### src/rtl/grid_cell_streamer_if.sv
// rtl/grid_cell_streamer_if.sv - classified-cell output stream between streamer and display driver
// Signals:
//   out_valid  master->slave  out_* holds a cell
//   out_ready  slave->master  sink accepts when out_valid & out_ready
//   out_cell   master->slave  00 empty, 01 body, 10 head, 11 apple
//   out_x      master->slave  column of out_cell
//   out_y      master->slave  row of out_cell
interface grid_cell_streamer_if;
    logic       out_valid;
    logic       out_ready;
    logic [1:0] out_cell;
    logic [3:0] out_x;
    logic [3:0] out_y;

    modport master (
        output out_valid,
        output out_cell,
        output out_x,
        output out_y,
        input  out_ready
    );

    modport slave (
        input  out_valid,
        input  out_cell,
        input  out_x,
        input  out_y,
        output out_ready
    );
endinterface

### src/rtl/grid_cell_streamer.sv
// rtl/grid_cell_streamer.sv - row-major grid sweep classifying each cell onto a valid/ready stream
// Ports:
//   system_clk  in   single clock, all state on posedge
//   nreset      in   synchronous active-low reset
//   start       in   frame request, honoured only in IDLE
//   x, y        out  query coordinates to the body wrapper
//   body, head  in   wrapper flags for the queried cell (combinational of x/y)
//   apple_x/_y  in   apple position
//   m_out       master side of the classified-cell stream
//   busy        out  high in SCAN and DRAIN
//   frame_done  out  one-cycle pulse, the cycle after the last cell is accepted
module grid_cell_streamer #(
    parameter int GRID_W = 16,
    parameter int GRID_H = 16
) (
    input  logic                        system_clk,
    input  logic                        nreset,
    input  logic                        start,
    output logic [3:0]                  x,
    output logic [3:0]                  y,
    input  logic                        body,
    input  logic                        head,
    input  logic [3:0]                  apple_x,
    input  logic [3:0]                  apple_y,
    grid_cell_streamer_if.master        m_out,
    output logic                        busy,
    output logic                        frame_done
);

    typedef enum logic [1:0] {
        ST_IDLE  = 2'd0,
        ST_SCAN  = 2'd1,
        ST_DRAIN = 2'd2
    } state_t;

    localparam logic [3:0] X_LAST = 4'(GRID_W - 1);
    localparam logic [3:0] Y_LAST = 4'(GRID_H - 1);

    state_t     r_state;
    state_t     w_state_nxt;
    logic [3:0] r_x;
    logic [3:0] r_y;
    logic       r_out_valid;
    logic [1:0] r_out_cell;
    logic [3:0] r_out_x;
    logic [3:0] r_out_y;
    logic       r_frame_done;

    logic       w_accept;
    logic       w_capture;
    logic       w_last;
    logic       w_apple_hit;
    logic [1:0] w_cell;

    assign w_accept  = r_out_valid & m_out.out_ready;
    // The output register may be refilled when empty or when its cell leaves this cycle.
    assign w_capture = (r_state == ST_SCAN) & (~r_out_valid | w_accept);
    assign w_last    = (r_x == X_LAST) & (r_y == Y_LAST);
    // The counter never leaves the grid, so an out-of-grid apple can never match.
    assign w_apple_hit = (r_x == apple_x) & (r_y == apple_y);

    always_comb begin
        w_cell = 2'b00;
        if (head) begin
            w_cell = 2'b10;
        end else if (body) begin
            w_cell = 2'b01;
        end else if (w_apple_hit) begin
            w_cell = 2'b11;
        end
    end

    always_comb begin
        w_state_nxt = r_state;
        case (r_state)
            // A start coinciding with frame_done belongs to the frame just finished.
            ST_IDLE:  if (start && !r_frame_done) w_state_nxt = ST_SCAN;
            ST_SCAN:  if (w_capture && w_last)    w_state_nxt = ST_DRAIN;
            ST_DRAIN: if (w_accept)               w_state_nxt = ST_IDLE;
            default:                              w_state_nxt = ST_IDLE;
        endcase
    end

    always_ff @(posedge system_clk) begin
        if (!nreset) begin
            r_state      <= ST_IDLE;
            r_x          <= 4'd0;
            r_y          <= 4'd0;
            r_out_valid  <= 1'b0;
            r_out_cell   <= 2'b00;
            r_out_x      <= 4'd0;
            r_out_y      <= 4'd0;
            r_frame_done <= 1'b0;
        end else begin
            r_state      <= w_state_nxt;
            r_frame_done <= (r_state == ST_DRAIN) & w_accept;
            if (w_capture) begin
                r_out_valid <= 1'b1;
                r_out_cell  <= w_cell;
                r_out_x     <= r_x;
                r_out_y     <= r_y;
                // Counter parks at (0,0) after the last cell so IDLE/DRAIN see zeros.
                if (w_last) begin
                    r_x <= 4'd0;
                    r_y <= 4'd0;
                end else if (r_x == X_LAST) begin
                    r_x <= 4'd0;
                    r_y <= r_y + 4'd1;
                end else begin
                    r_x <= r_x + 4'd1;
                end
            end else if (w_accept) begin
                r_out_valid <= 1'b0;
            end
        end
    end

    assign x               = r_x;
    assign y               = r_y;
    assign m_out.out_valid = r_out_valid;
    assign m_out.out_cell  = r_out_cell;
    assign m_out.out_x     = r_out_x;
    assign m_out.out_y     = r_out_y;
    assign busy            = (r_state != ST_IDLE);
    assign frame_done      = r_frame_done;

endmodule

### src/flat_wrapper.sv
// flat-port wrapper written by rule: the top's interface ports become plain ports
module grid_cell_streamer_flat 
#(
    parameter int GRID_W = 16,
    parameter int GRID_H = 16
)
  (system_clk, nreset, start, x, y, body, head, apple_x, apple_y, busy, frame_done, m_out_out_valid, m_out_out_cell, m_out_out_x, m_out_out_y, m_out_out_ready);
  grid_cell_streamer_if m_out_i ();
  input  logic system_clk;
  input  logic nreset;
  input  logic start;
  output logic [3:0] x;
  output logic [3:0] y;
  input  logic body;
  input  logic head;
  input  logic [3:0] apple_x;
  input  logic [3:0] apple_y;
  output logic busy;
  output logic frame_done;
  output wire logic [$bits(m_out_i.out_valid)-1:0] m_out_out_valid;
  output wire logic [$bits(m_out_i.out_cell)-1:0] m_out_out_cell;
  output wire logic [$bits(m_out_i.out_x)-1:0] m_out_out_x;
  output wire logic [$bits(m_out_i.out_y)-1:0] m_out_out_y;
  input wire logic [$bits(m_out_i.out_ready)-1:0] m_out_out_ready;
  assign m_out_out_valid = m_out_i.out_valid;
  assign m_out_out_cell = m_out_i.out_cell;
  assign m_out_out_x = m_out_i.out_x;
  assign m_out_out_y = m_out_i.out_y;
  assign m_out_i.out_ready = m_out_out_ready;
  grid_cell_streamer #(.GRID_W(GRID_W), .GRID_H(GRID_H)) u_core (.system_clk(system_clk), .nreset(nreset), .start(start), .x(x), .y(y), .body(body), .head(head), .apple_x(apple_x), .apple_y(apple_y), .m_out(m_out_i), .busy(busy), .frame_done(frame_done));
endmodule
### config.mk
export PLATFORM = sky130hd
export DESIGN_NAME = grid_cell_streamer_flat
export DESIGN_NICKNAME = d
export VERILOG_FILES = /design/src/rtl/grid_cell_streamer_if.sv /design/src/rtl/grid_cell_streamer.sv /design/src/flat_wrapper.sv
export SDC_FILE = /design/constraint.sdc
export NUM_CORES = 1
export LEC_CHECK = 0
export CORE_MARGIN = 3
export CORE_UTILIZATION = 25
export DETAILED_ROUTE_END_ITERATION = 10
export SLEW_MARGIN = 20
export SYNTH_ARGS = -nofsm -noshare
export SYNTH_HDL_FRONTEND = slang
export SYNTH_SLANG_ARGS = --single-unit
### constraint.sdc
create_clock -name system_clk -period 1.9 [get_ports system_clk]
set_clock_uncertainty 0.1 [all_clocks]
set_input_delay 0.38 -clock system_clk [delete_from_list [all_inputs] [get_ports system_clk]]
set_output_delay 0.38 -clock system_clk [all_outputs]
set_load 0.03 [all_outputs]
==> flow_summary.json <==
{
  "cts.htree.levels": 1,
  "detail_route.vias_per_cell": 4.512,
  "globalRoute.totalOverflow": 0,
  "postSynthAreaPerCell_um2": 8.598,
  "cts.reportedPaths.clkPinSlew_ns": 0.08,
  "required_ns": 1.42,
  "syn_inst": 117,
  "timing.critical_path.fanout_max": 4,
  "chipWidth_um": 69.44,
  "synth_seq_area_share": 0.4378,
  "slew_violations": 0,
  "core.rowCount": 22,
  "grt_setup_unrepaired": "false",
  "syn2layout_area_growth_pct": 53.61,
  "drv_cap": 0,
  "grt_first_pass_wirelength_mm": 4.602,
  "synth.lib_cells_used.distinct": 31,
  "power.density_cell_area_nw_per_um2": 600.4,
  "timing.final.crit_share": 0.9626,
  "clockRootBuffer": "sky130_fd_sc_hd__clkbuf_8",
  "critPathTopFamily": "buffers and inverters",
  "cts_max_path_buffers": 2,
  "static-leakage-power_nw": 0.5922,
  "vias": 970,
  "setup_tns_ns": 0,
  "whs_path_depth": 2,
  "worstSetupStartpointType": "flip-flop",
  "drt_iter0_markers": 19,
  "cts_tree": "done",
  "drt_first_pass_iters": 4,
  "postCtsSetupBuffers": 0,
  "yosys_register_bits": 22,
  "initial_utilization": 0.2668,
  "layout-drive-gt1-share": 0.1377,
  "die_height_um": 69.44,
  "critical_path.max_stage_delay_ns": 0.70,
  "timing.setup.critical_path_class": "reg2out",
  "highest_clock_rate_ghz": 0.5467,
  "clkLatencyLatePin_ns": 0.26,
  "antenna_found_initial": 0,
  "floorplan.core_area_um2": 3771,
  "nets": 185,
  "post_dp_cell_area_um2": 1508,
  "antenna_violating_nets_post_route": 0,
  "fin_util": 0.4098,
  "timing_worst_slew_pin_value_ns": 0.3270,
  "first_global_vias": 997,
  "cts.sink_count": 22,
  "fin_total_pwr_mw": 0.9278,
  "totalWireLength_mm": 2.708,
  "mappedNetlistArea_um2": 1006,
  "diodes": 0,
  "remaining_drc_errors": 0,
  "wl_per_cell_um": 12.60,
  "status": "finished clean",
  "finish.cell_count_without_fillers": 215,
  "slowest_stage": "sky130_fd_sc_hd__clkdlybuf4s50_1",
  "worst-r2r-cell-count": 5,
  "gp_congestion": 0.7241,
  "synth_warn": 0,
  "worstSetupEndpointType": "output pin",
  "arrival_worst_endpoint_ns": 1.35,
  "critical_path_buf_inv_count": 1,
  "worst_ir_drop_vdd_mv": 0.3312,
  "hpwl_mm": 2.177,
  "final_cell_area_excluding_filler_cells_um2": 1545,
  "grt_usage": 0.1171,
  "r2r_setup_slack_ns": 0.32,
  "cts_made_buffers": 3,
  "grt_max_degree": 13,
  "number_of_cells_on_the_critical_path": 1,
  "holdCritPathClass": "reg2reg",
  "final_hold_viol_count": 0,
  "report.final.setup_viol": 0,
  "synth_fp_nets": 133,
  "critical_path.cell_chain": "clkdlybuf4s50_1",
  "io_buffer_count": 34,
  "final_period_minus_worst_setup_slack_ns": 1.829,
  "dp_cell_count": 212,
  "die_area_um2": 4821,
  "top_level_ports": 35,
  "timing.max_slew.rel_slack": 0.7813
}
## cell usage after synthesis (all sizes together)
library cell	number	area (um^2)
ha	2	25.02
or2	1	6.260
nand4b	1	8.760
and2	2	12.51
and3	1	6.260
a21boi	2	15.01
or3	2	12.51
dfxtp	22	440.4
buf	2	15.01
xor2	7	61.31
clkbuf	1	3.750
nand2	20	75.07
o21ai	3	15.01
o311a	1	10.01
nand2b	2	12.51
xnor2	3	26.28
nor4	2	12.51
nand4	1	21.27
and2b	1	8.760
or3b	1	8.760
nor2	8	30.03
a21oi	16	80.08
or2b	1	7.510
o32ai	1	8.760
mux2i	1	10.01
a41o	1	11.26
o21a	1	7.510
clkinv	1	3.750
nand3	6	30.03
inv	3	11.26
a32oi	1	8.760
## metrics by stage
step                      setup slack [ns]  hold slack [ns]
final                              0.07100           0.3606
after floorplan                    0.07502           0.3339
after CTS                          0.06978           0.3684
after detailed placement          -0.08542           0.3519
after global routing               0.03257           0.3837
after global placement            -0.02288           0.3508
## report_power, final
group          internal (mW)  switching (mW)  total (mW)
combinational         0.0776          0.0793       0.157
clock                  0.141           0.148       0.290
sequential             0.472         0.00915       0.481
total                  0.691           0.237       0.928
## per-layer routing
layer | track usage | share of wire
met1 | 0.1526 | 0.47
met2 | 0.1875 | 0.47
met3 | 0.03333 | 0.056
met4 | 0.03471 | 0.0030
met5 | 0 | 0
## kinds of logic after synthesis
kind of cell,count (synthesis),share of synthesized area
adders and majority gates,2,0.02487
buffers and inverters,7,0.03357
AOI/OAI and AO/OA,26,0.1555
xor gates and xnor gates,10,0.08707
muxes,1,0.009951
DFF,22,0.4378
and+or+nand+nor,49,0.2513
## repair_timing
action,in CTS,in global routing
gates resized for setup,3,0
hold buffers,0,0
setup endpoints to repair,3,0
## flip-flops by register name, indices dropped and copies added (netlist names)
name,cells
u_core.frame_done,1
u_core.m_out.out_x,4
u_core.r_state,2
u_core.y,4
u_core.m_out.out_cell,2
u_core.x,4
u_core.m_out.out_valid,1
u_core.m_out.out_y,4
## final timing paths
check	to	startpoint
max	m_out_out_valid	u_core.m_out.out_valid$_SDFFE_PN0P_
min	u_core.m_out.out_x[1]$_SDFFE_PN0P_	u_core.m_out.out_x[1]$_SDFFE_PN0P_
min reg2reg	u_core.m_out.out_x[1]$_SDFFE_PN0P_	u_core.m_out.out_x[1]$_SDFFE_PN0P_
max reg2reg	u_core.y[0]$_SDFFE_PN0P_	u_core.x[0]$_SDFFE_PN0P_
## cells in the final DEF (no fill, tap or decap), types with 3 or more instances in the layout
cell / synthesis / final
sky130_fd_sc_hd__xnor2_1: 3 / 3
sky130_fd_sc_hd__dfxtp_1: 22 / 22
sky130_fd_sc_hd__clkbuf_8: 0 / 3
sky130_fd_sc_hd__clkdlybuf4s50_1: 0 / 31
sky130_fd_sc_hd__a21oi_1: 16 / 16
sky130_fd_sc_hd__nand2_1: 20 / 20
sky130_fd_sc_hd__xor2_1: 7 / 7
sky130_fd_sc_hd__inv_1: 3 / 3
sky130_fd_sc_hd__nor2_1: 8 / 8
sky130_fd_sc_hd__o21ai_0: 3 / 3
sky130_fd_sc_hd__dlygate4sd2_1: 0 / 3
sky130_fd_sc_hd__nand3_1: 6 / 6
sky130_fd_sc_hd__buf_4: 2 / 16
## area by class of cell
| type | count | area (um^2) |
|---|---|---|
| multi-input cells | 88 | 531.8 |
| clock buffers | 3 | 41.29 |
| fillers | 363 | 2226 |
| well taps | 48 | 60.06 |
| flip-flops and latches | 22 | 440.4 |
| repair buffers | 50 | 456.7 |
| inverters | 4 | 15.01 |
Note: power is estimated with default switching activity, not from simulation.
